`config.mk`:
```
export PLATFORM = sky130hd
export DESIGN_NAME = penc_irq_ctrl
export DESIGN_NICKNAME = d
export VERILOG_FILES = /design/src/rtl/penc_irq_ctrl_pkg.sv /design/src/rtl/penc_irq_ctrl_penc_core.sv /design/src/rtl/penc_irq_ctrl.sv
export SDC_FILE = /design/constraint.sdc
export NUM_CORES = 1
export LEC_CHECK = 0
export CAP_MARGIN = 20
export CORE_AREA = 8 8 45 47
export CTS_BUF_LIST = sky130_fd_sc_hd__clkbuf_8
export CTS_CLUSTER_DIAMETER = 40
export DETAILED_ROUTE_END_ITERATION = 10
export DIE_AREA = 0 0 53 55
export DONT_BUFFER_PORTS = 1
export SETUP_SLACK_MARGIN = 0.15
export SYNTH_ARGS = -nofsm -noshare
export SYNTH_HDL_FRONTEND = slang
export SYNTH_HIERARCHICAL = 1
export SYNTH_SLANG_ARGS = --single-unit
export TNS_END_PERCENT = 50
```
`constraint.sdc`:
```
create_clock -name clk -period 1.76 [get_ports clk]
set_input_delay 0.352 -clock clk [delete_from_list [all_inputs] [get_ports clk]]
set_output_delay 0.352 -clock clk [all_outputs]
set_load 0.005 [all_outputs]
```
`src/rtl/penc_irq_ctrl_pkg.sv`:
```
`default_nettype none
// ============================================================================
//  Module      : penc_irq_ctrl_pkg
//  Description : Shared types and default sizing for the priority-encoded
//                interrupt controller.
//  Revision    : 1.0 - initial release
// ============================================================================
package penc_irq_ctrl_pkg;

    // Default number of request lines and matching index width
    localparam int c_N     = 4;
    localparam int c_IDX_W = 2;

    // Presentation FSM: IDLE has nothing offered, PRESENT holds a frozen index
    typedef enum logic [0:0] {
        IDLE    = 1'b0,
        PRESENT = 1'b1
    } state_t;

endpackage : penc_irq_ctrl_pkg
`default_nettype wire

```
`src/rtl/penc_irq_ctrl_penc_core.sv`:
```
`default_nettype none
// ============================================================================
//  Module      : penc_core
//  Description : Combinational priority encoder. Returns the index of the
//                highest set bit (bit N-1 wins) and a nonzero flag.
//  Revision    : 1.0 - initial release
// ============================================================================
module penc_core
    import penc_irq_ctrl_pkg::*;
#(
    parameter int N     = c_N,
    parameter int IDX_W = c_IDX_W
) (
    input  logic [N-1:0]     req,
    output logic [IDX_W-1:0] idx,
    output logic             nz
);

    // Scan upward so the highest set bit is the last one to overwrite idx
    always_comb begin
        idx = '0;
        nz  = |req;
        for (int i = 0; i < N; i++) begin
            if (req[i]) begin
                idx = IDX_W'(i);
            end
        end
    end

endmodule : penc_core
`default_nettype wire

```
`src/rtl/penc_irq_ctrl.sv`:
```
`default_nettype none
// ============================================================================
//  Module      : penc_irq_ctrl
//  Description : Edge-detecting interrupt controller. Rising request edges
//                latch into a pending register; the highest-priority
//                eligible pending line is presented on a/valid and cleared
//                when the consumer acknowledges it. Re-rises on a line that
//                is still pending set a sticky overflow flag.
//  Options     : PENC_IRQ_MASK_EN - adds a per-line mask input (1 = blocked).
//                Masked lines still pend and overflow but are never presented.
//  Revision    : 1.0 - initial release
// ============================================================================
module penc_irq_ctrl
    import penc_irq_ctrl_pkg::*;
#(
    parameter int N     = c_N,
    parameter int IDX_W = c_IDX_W
) (
    input  logic             clk,
    input  logic             rst_n,
    input  logic [N-1:0]     y,
    input  logic             ack,
`ifdef PENC_IRQ_MASK_EN
    input  logic [N-1:0]     mask,
`endif
    output logic             valid,
    output logic [IDX_W-1:0] a,
    output logic [N-1:0]     pend,
    output logic [N-1:0]     ovf
);

    logic [N-1:0]     r_y_q;
    logic [N-1:0]     r_pend;
    logic [N-1:0]     r_ovf;
    logic [IDX_W-1:0] r_a;
    state_t           r_state;

    logic [N-1:0]     w_rise;
    logic [N-1:0]     w_clr;
    logic [N-1:0]     w_elig;
    logic [IDX_W-1:0] w_idx;
    logic             w_nz;
    logic [IDX_W-1:0] w_a_nxt;
    state_t           w_state_nxt;

    assign w_rise = y & ~r_y_q;

`ifdef PENC_IRQ_MASK_EN
    assign w_elig = r_pend & ~mask;
`else
    assign w_elig = r_pend;
`endif

    // Acknowledge clears only the line currently presented; ack in IDLE is ignored
    always_comb begin
        w_clr = '0;
        if ((r_state == PRESENT) && ack) begin
            w_clr[r_a] = 1'b1;
        end
    end

    penc_core #(
        .N     (N),
        .IDX_W (IDX_W)
    ) u_penc_core (
        .req (w_elig),
        .idx (w_idx),
        .nz  (w_nz)
    );

    // Input history, pending and sticky overflow registers; a new rise beats a same-edge clear
    always_ff @(posedge clk or negedge rst_n) begin
        if (!rst_n) begin
            r_y_q  <= '0;
            r_pend <= '0;
            r_ovf  <= '0;
        end else begin
            r_y_q  <= y;
            r_pend <= (r_pend & ~w_clr) | w_rise;
            r_ovf  <= r_ovf | (w_rise & r_pend & ~w_clr);
        end
    end

    // FSM state and presented-index register
    always_ff @(posedge clk or negedge rst_n) begin
        if (!rst_n) begin
            r_state <= IDLE;
            r_a     <= '0;
        end else begin
            r_state <= w_state_nxt;
            r_a     <= w_a_nxt;
        end
    end

    // Next state: capture the index on entry to PRESENT and hold it until ack
    always_comb begin
        w_state_nxt = r_state;
        w_a_nxt     = r_a;
        case (r_state)
            IDLE: begin
                if (w_nz) begin
                    w_state_nxt = PRESENT;
                    w_a_nxt     = w_idx;
                end
            end
            PRESENT: begin
                if (ack) begin
                    w_state_nxt = IDLE;
                end
            end
            default: begin
                w_state_nxt = IDLE;
            end
        endcase
    end

    assign valid = (r_state == PRESENT);
    assign a     = r_a;
    assign pend  = r_pend;
    assign ovf   = r_ovf;

endmodule : penc_irq_ctrl
`default_nettype wire

```
### Word-level counts from Yosys, hierarchy flattened

Cells that the tools add are included.

| storage, ports and cells | value |
|---|---|
| flip-flop bits (word level) | 15 |
| output and inout bits | 11 |
| input bits | 7 |

| operators by class | value |
|---|---|
| muxes and demuxes | 9 |
| bitwise operators | 9 |
| reductions and logical operators | 4 |
| $lt $le $gt $ge | 2 |

Operators with widths:

| kind | count |
|---|---|
| bitwise AND 4 bit | 4 |
| inverter 4 bit | 2 |
| bitwise OR 4 bit | 2 |
| two-way mux 1 bit | 4 |
| two-way mux 2 bit | 2 |
| two-way mux 4 bit | 1 |
| OR reduction 4 bit | 1 |
| < comparator 2 x 3 -> 1 bit (second input constant) | 1 |
| demux 1 bit (select 2 bit) | 1 |
| greater-or-equal comparator 2 x 1 -> 1 bit (second input constant) | 1 |
| logical AND 1 bit | 2 |
| case mux 1 bit (2 select lines) | 1 |
| AND reduction 2 bit | 1 |
| inverter 1 bit | 1 |

### Longest topological paths before layout

| depth | value |
|---|---|
| depth after elaboration | 8 |
| mapped depth | 4 |
| gate-level depth less buffers | 4 |

### Cells and area by module

The synthesis kept the hierarchy.

Modules (own cells, without submodules):

| module | cells each | area an instance (um^2) | times used |
|---|---|---|---|
| penc_irq_ctrl | 38 | 560.5 | 1 |
| penc_core | 4 | 23.8 | 1 |

### Worst setup path after synthesis

Ideal clock, no wire load.

| path | value |
|---|---|
| path type | register to register |
| start | register r_pend[3] (netlist: pend[3]) |
| end | register r_a[0] (netlist: a[0]) |
| library setup time | 0.128 ns |
| path slack | 0.251 ns |
| path buffers | 0 |
| period minus slack after synthesis | 1.509 ns |
| data required time | 1.632 ns |
| data arrival time | 1.381 ns |
| cell stages (with the launch flop) | 5 |
| cell sequence | dfrtp_1 -> or2_1 -> or3_1 -> nor2b_2 -> mux2_1 |

| on the way | value |
|---|---|
| word-level cells in the longest chain between the ends | 2 |
| elaborated cells on any way between the ends | 3 |
| those cells by class | 1 x mux; 2 x reduce/logical |

Ends and longest elaborated chain:

| element | line | RTL |
|---|---|---|
| start: declaration | penc_irq_ctrl.sv:33 | `logic [N-1:0] r_pend;` |
| start signal: assignment | penc_irq_ctrl.sv:79 | `r_pend <= (r_pend & ~w_clr) \| w_rise;` |
| OR reduction 4 bit | penc_irq_ctrl_penc_core.sv:22 | `nz = \|req;` |
| net w_nz | penc_irq_ctrl.sv:42 | `logic w_nz;` |
| AND reduction 2 bit (no source line) | n/a |  |
| end signal: assignment | penc_irq_ctrl.sv:91 | `r_a <= w_a_nxt;` |
| end: declaration | penc_irq_ctrl.sv:35 | `logic [IDX_W-1:0] r_a;` |

The timed path passes the listed nets, and every way through them passes these cells.
A chain may end at the register's enable or synchronous reset.

### Worst setup path after layout

| path | value |
|---|---|
| start | register r_pend[3] (netlist: pend[3]) |
| end | register r_a[1] (netlist: a[1]) |

| on the way | value |
|---|---|
| elaborated cells on any way between the ends | 3 |
| those cells by class | 1 x mux; 2 x reduce/logical |

RTL lines:

| element | line | RTL |
|---|---|---|
| two-way mux 2 bit | penc_irq_ctrl_penc_core.sv:24 | `if (req[i]) begin` |
| net w_idx[1] | penc_irq_ctrl.sv:41 | `logic [IDX_W-1:0] w_idx;` |

The timed path passes the listed nets, and every way through them passes these cells.

==> impl_metrics.tcl <==
set metrics [dict create \
    wl_per_cell_um 19.4 \
    hold_class "input port to register" \
    io_buffers 0 \
    num_vias 384 \
    mostFrequentLayoutCell "dfrtp_1" \
    yosys.area.top_type "dfrtp_1" \
    clkTransAtPathRegs_ns 0.06 \
    ys_ff_latch 15 \
    fin_skew_ns 0.00317 \
    cp_max_fo 3 \
    whs_ns 0.128 \
    status "complete, no violations" \
    drt_wl_total_um 1260 \
    finalSetupTns_ns 0 \
    die_h_um 55 \
    finalCritPeriodShare_pct 90.6 \
    firstDrtPassIters 2 \
    worst_pin_slew_ns 0.673 \
    syn_avg_cell_area_um2 13.9 \
    drv_slew 0 \
    cts_sinks 15 \
    insertion_delay_ns 0.25 \
    grt_usage_pct 9.36 \
    drtIter0Drc 5 \
    initial_utilization_pct 42.2 \
    fin_ws_ns 0.166 \
    cts_setup_buffers 0 \
    n_antenna_cell 0 \
    crit_type "register to register" \
    p_leak_uw 0.000302 \
    layout_common_cells "dfrtp_1, inv_1, a22o_1, a41o_1, clkbuf_8" \
    cts-buffers-inserted 3 \
    die-width_um 53 \
    rsz0062_at_grt "false" \
    cp_data_required_time_ns 1.89 \
    clockRootBuffer "clkbuf_8" \
    fmax_mhz 627 \
    setup_viol 0 \
    placed_cells 60 \
    crit_arrival_ns 1.72 \
    final_util_pct 48.8 \
    max_slew_margin_pct 55.0 \
    start_kind "register" \
    h-tree-depth 1 \
    synth_nets 49 \
    ys_types 15 \
    grt_max_degree 16 \
    vias_per_cell 5.91 \
    min_period_ns 1.59 \
    grt_pass1_wl_um 1940 \
    placeableCoreArea_um2 1380 \
    gr-total-overflow 0 \
    seq_area_um2 375 \
    ys_seq_area_share_pct 64.2 \
    yosysTopAreaCellShare_pct 64.2 \
    gp_congestion 0.665 \
    synth_area_um2 584 \
    antenna_found_initial 0 \
    num-fill-cells 122 \
    cap_viol_max_count 0 \
    place_ws_ns 0.190 \
    ios 18 \
    cts_tree "done" \
    ir_worst_vdd_mv 0.581 \
    p_per_area_nw_per_um2 1470 \
    yosys_warnings 6 \
    first_global_vias 399 \
    max-clock-path-buffers 2 \
    antenna_left 0 \
    hold_violations 0 \
    synth.area.top_cells "dfrtp_1, a41o_1, inv_1, a22o_1, mux2_1" \
    num-nets-final 57 \
    worstSetupEndpointType "register" \
    final_cell_count_no_fill 65 \
    multi_input_area_um2 179 \
    drive_gt1_share_pct 20.4 \
    dp_hpwl_um 971 \
    syn_to_final_growth_pct 15.6 \
    syn-instance-count 42 \
    remaining_drc_errors 0 \
    dieArea_um2 2920 \
    num_rows 14 \
]
## per-stage QoR
stage / total power, uW / instance area, um2
2_1_floorplan: 619 / 584
3_3_place_gp: 692 / 619
3_5_place_dp: 717 / 619
4_1_cts: 1000 / 676
5_1_grt: 1040 / 676
6_report: 994 / 676
## critical path, stage by stage (launching register included)
cell and delay, ns:
dfrtp_1 0.38, or2_1 0.26, or3_1 0.33, nor2b_2 0.19, mux2_1 0.33
## power breakdown
part	total, uW	internal (uW)	switching, uW
registers	504	414	89.7
logic	218	115	103
clock network	273	157	116
## repair_timing
action,CTS,global route
setup endpoints to repair,0,0
resized for setup,0,0
endpoints found under the hold margin,15,0
hold buffers,1,0
## flip-flops by register name, indices dropped and copies added, names as in the netlist
register	cells
a	2
ovf	4
pend	4
r_y_q	4
valid	1
## cells by family (layout without fill, tap and decap cells)
group,Yosys count,count (layout),share of synthesized area (%)
buffers and inverters,8,15,5.14
muxes,2,2,3.85
DFF,15,15,64.2
AOI/OAI and AO/OA,10,10,16.3
and+or+nand+nor,7,7,10.5
## final timing paths
path | startpoint | to | slack (ns) | cells after the start
setup / recovery | pend[3]$_DFF_PN0_ | a[1]$_DFFE_PN0P_ | 0.17 | 4
hold / removal | y[0] | r_y_q[0]$_DFF_PN0_ | 0.13 | 0
setup reg to reg | pend[3]$_DFF_PN0_ | a[1]$_DFFE_PN0P_ | 0.17 | 4
hold reg to reg | r_y_q[0]$_DFF_PN0_ | ovf[0]$_DFF_PN0_ | 0.48 | 1
max in group asynchronous | rst_n | pend[3]$_DFF_PN0_ | 0.75 | 1
min in group asynchronous | rst_n | pend[0]$_DFF_PN0_ | 0.58 | 1
## cell usage after synthesis
| cell type | n |
|---|---|
| a21o_1 | 1 |
| a21o_2 | 1 |
| a22o_1 | 3 |
| a41o_1 | 3 |
| and4bb_4 | 1 |
| dfrtp_1 | 15 |
| inv_1 | 8 |
| mux2_1 | 2 |
| nand4_1 | 1 |
| nand4b_1 | 2 |
| nor2b_2 | 1 |
| o22ai_1 | 1 |
| o41ai_2 | 1 |
| or2_1 | 1 |
| or3_1 | 1 |
## layout make-up
type	count	share of cell area (%)
clock inverters	1	0.741
well taps	16	2.96
repair buffers	3	3.70
inverters	8	4.44
flip-flops and latches	15	55.6
multi-input cells	19	26.5
clock buffers	3	6.11
## routing by layer
| metal | global-route usage (%) | vias to the layer above | wire length [um] |
|---|---|---|---|
| met5 | 0 | - | 0 |
| met4 | 6.47 | 0 | 36 |
| met3 | 3.74 | 5 | 110 |
| met2 | 16.2 | 12 | 655 |
| met1 | 9.00 | 202 | 460 |
| li1 | - | 165 | - |
No activity file was read; power rests on OpenSTA's default activity.
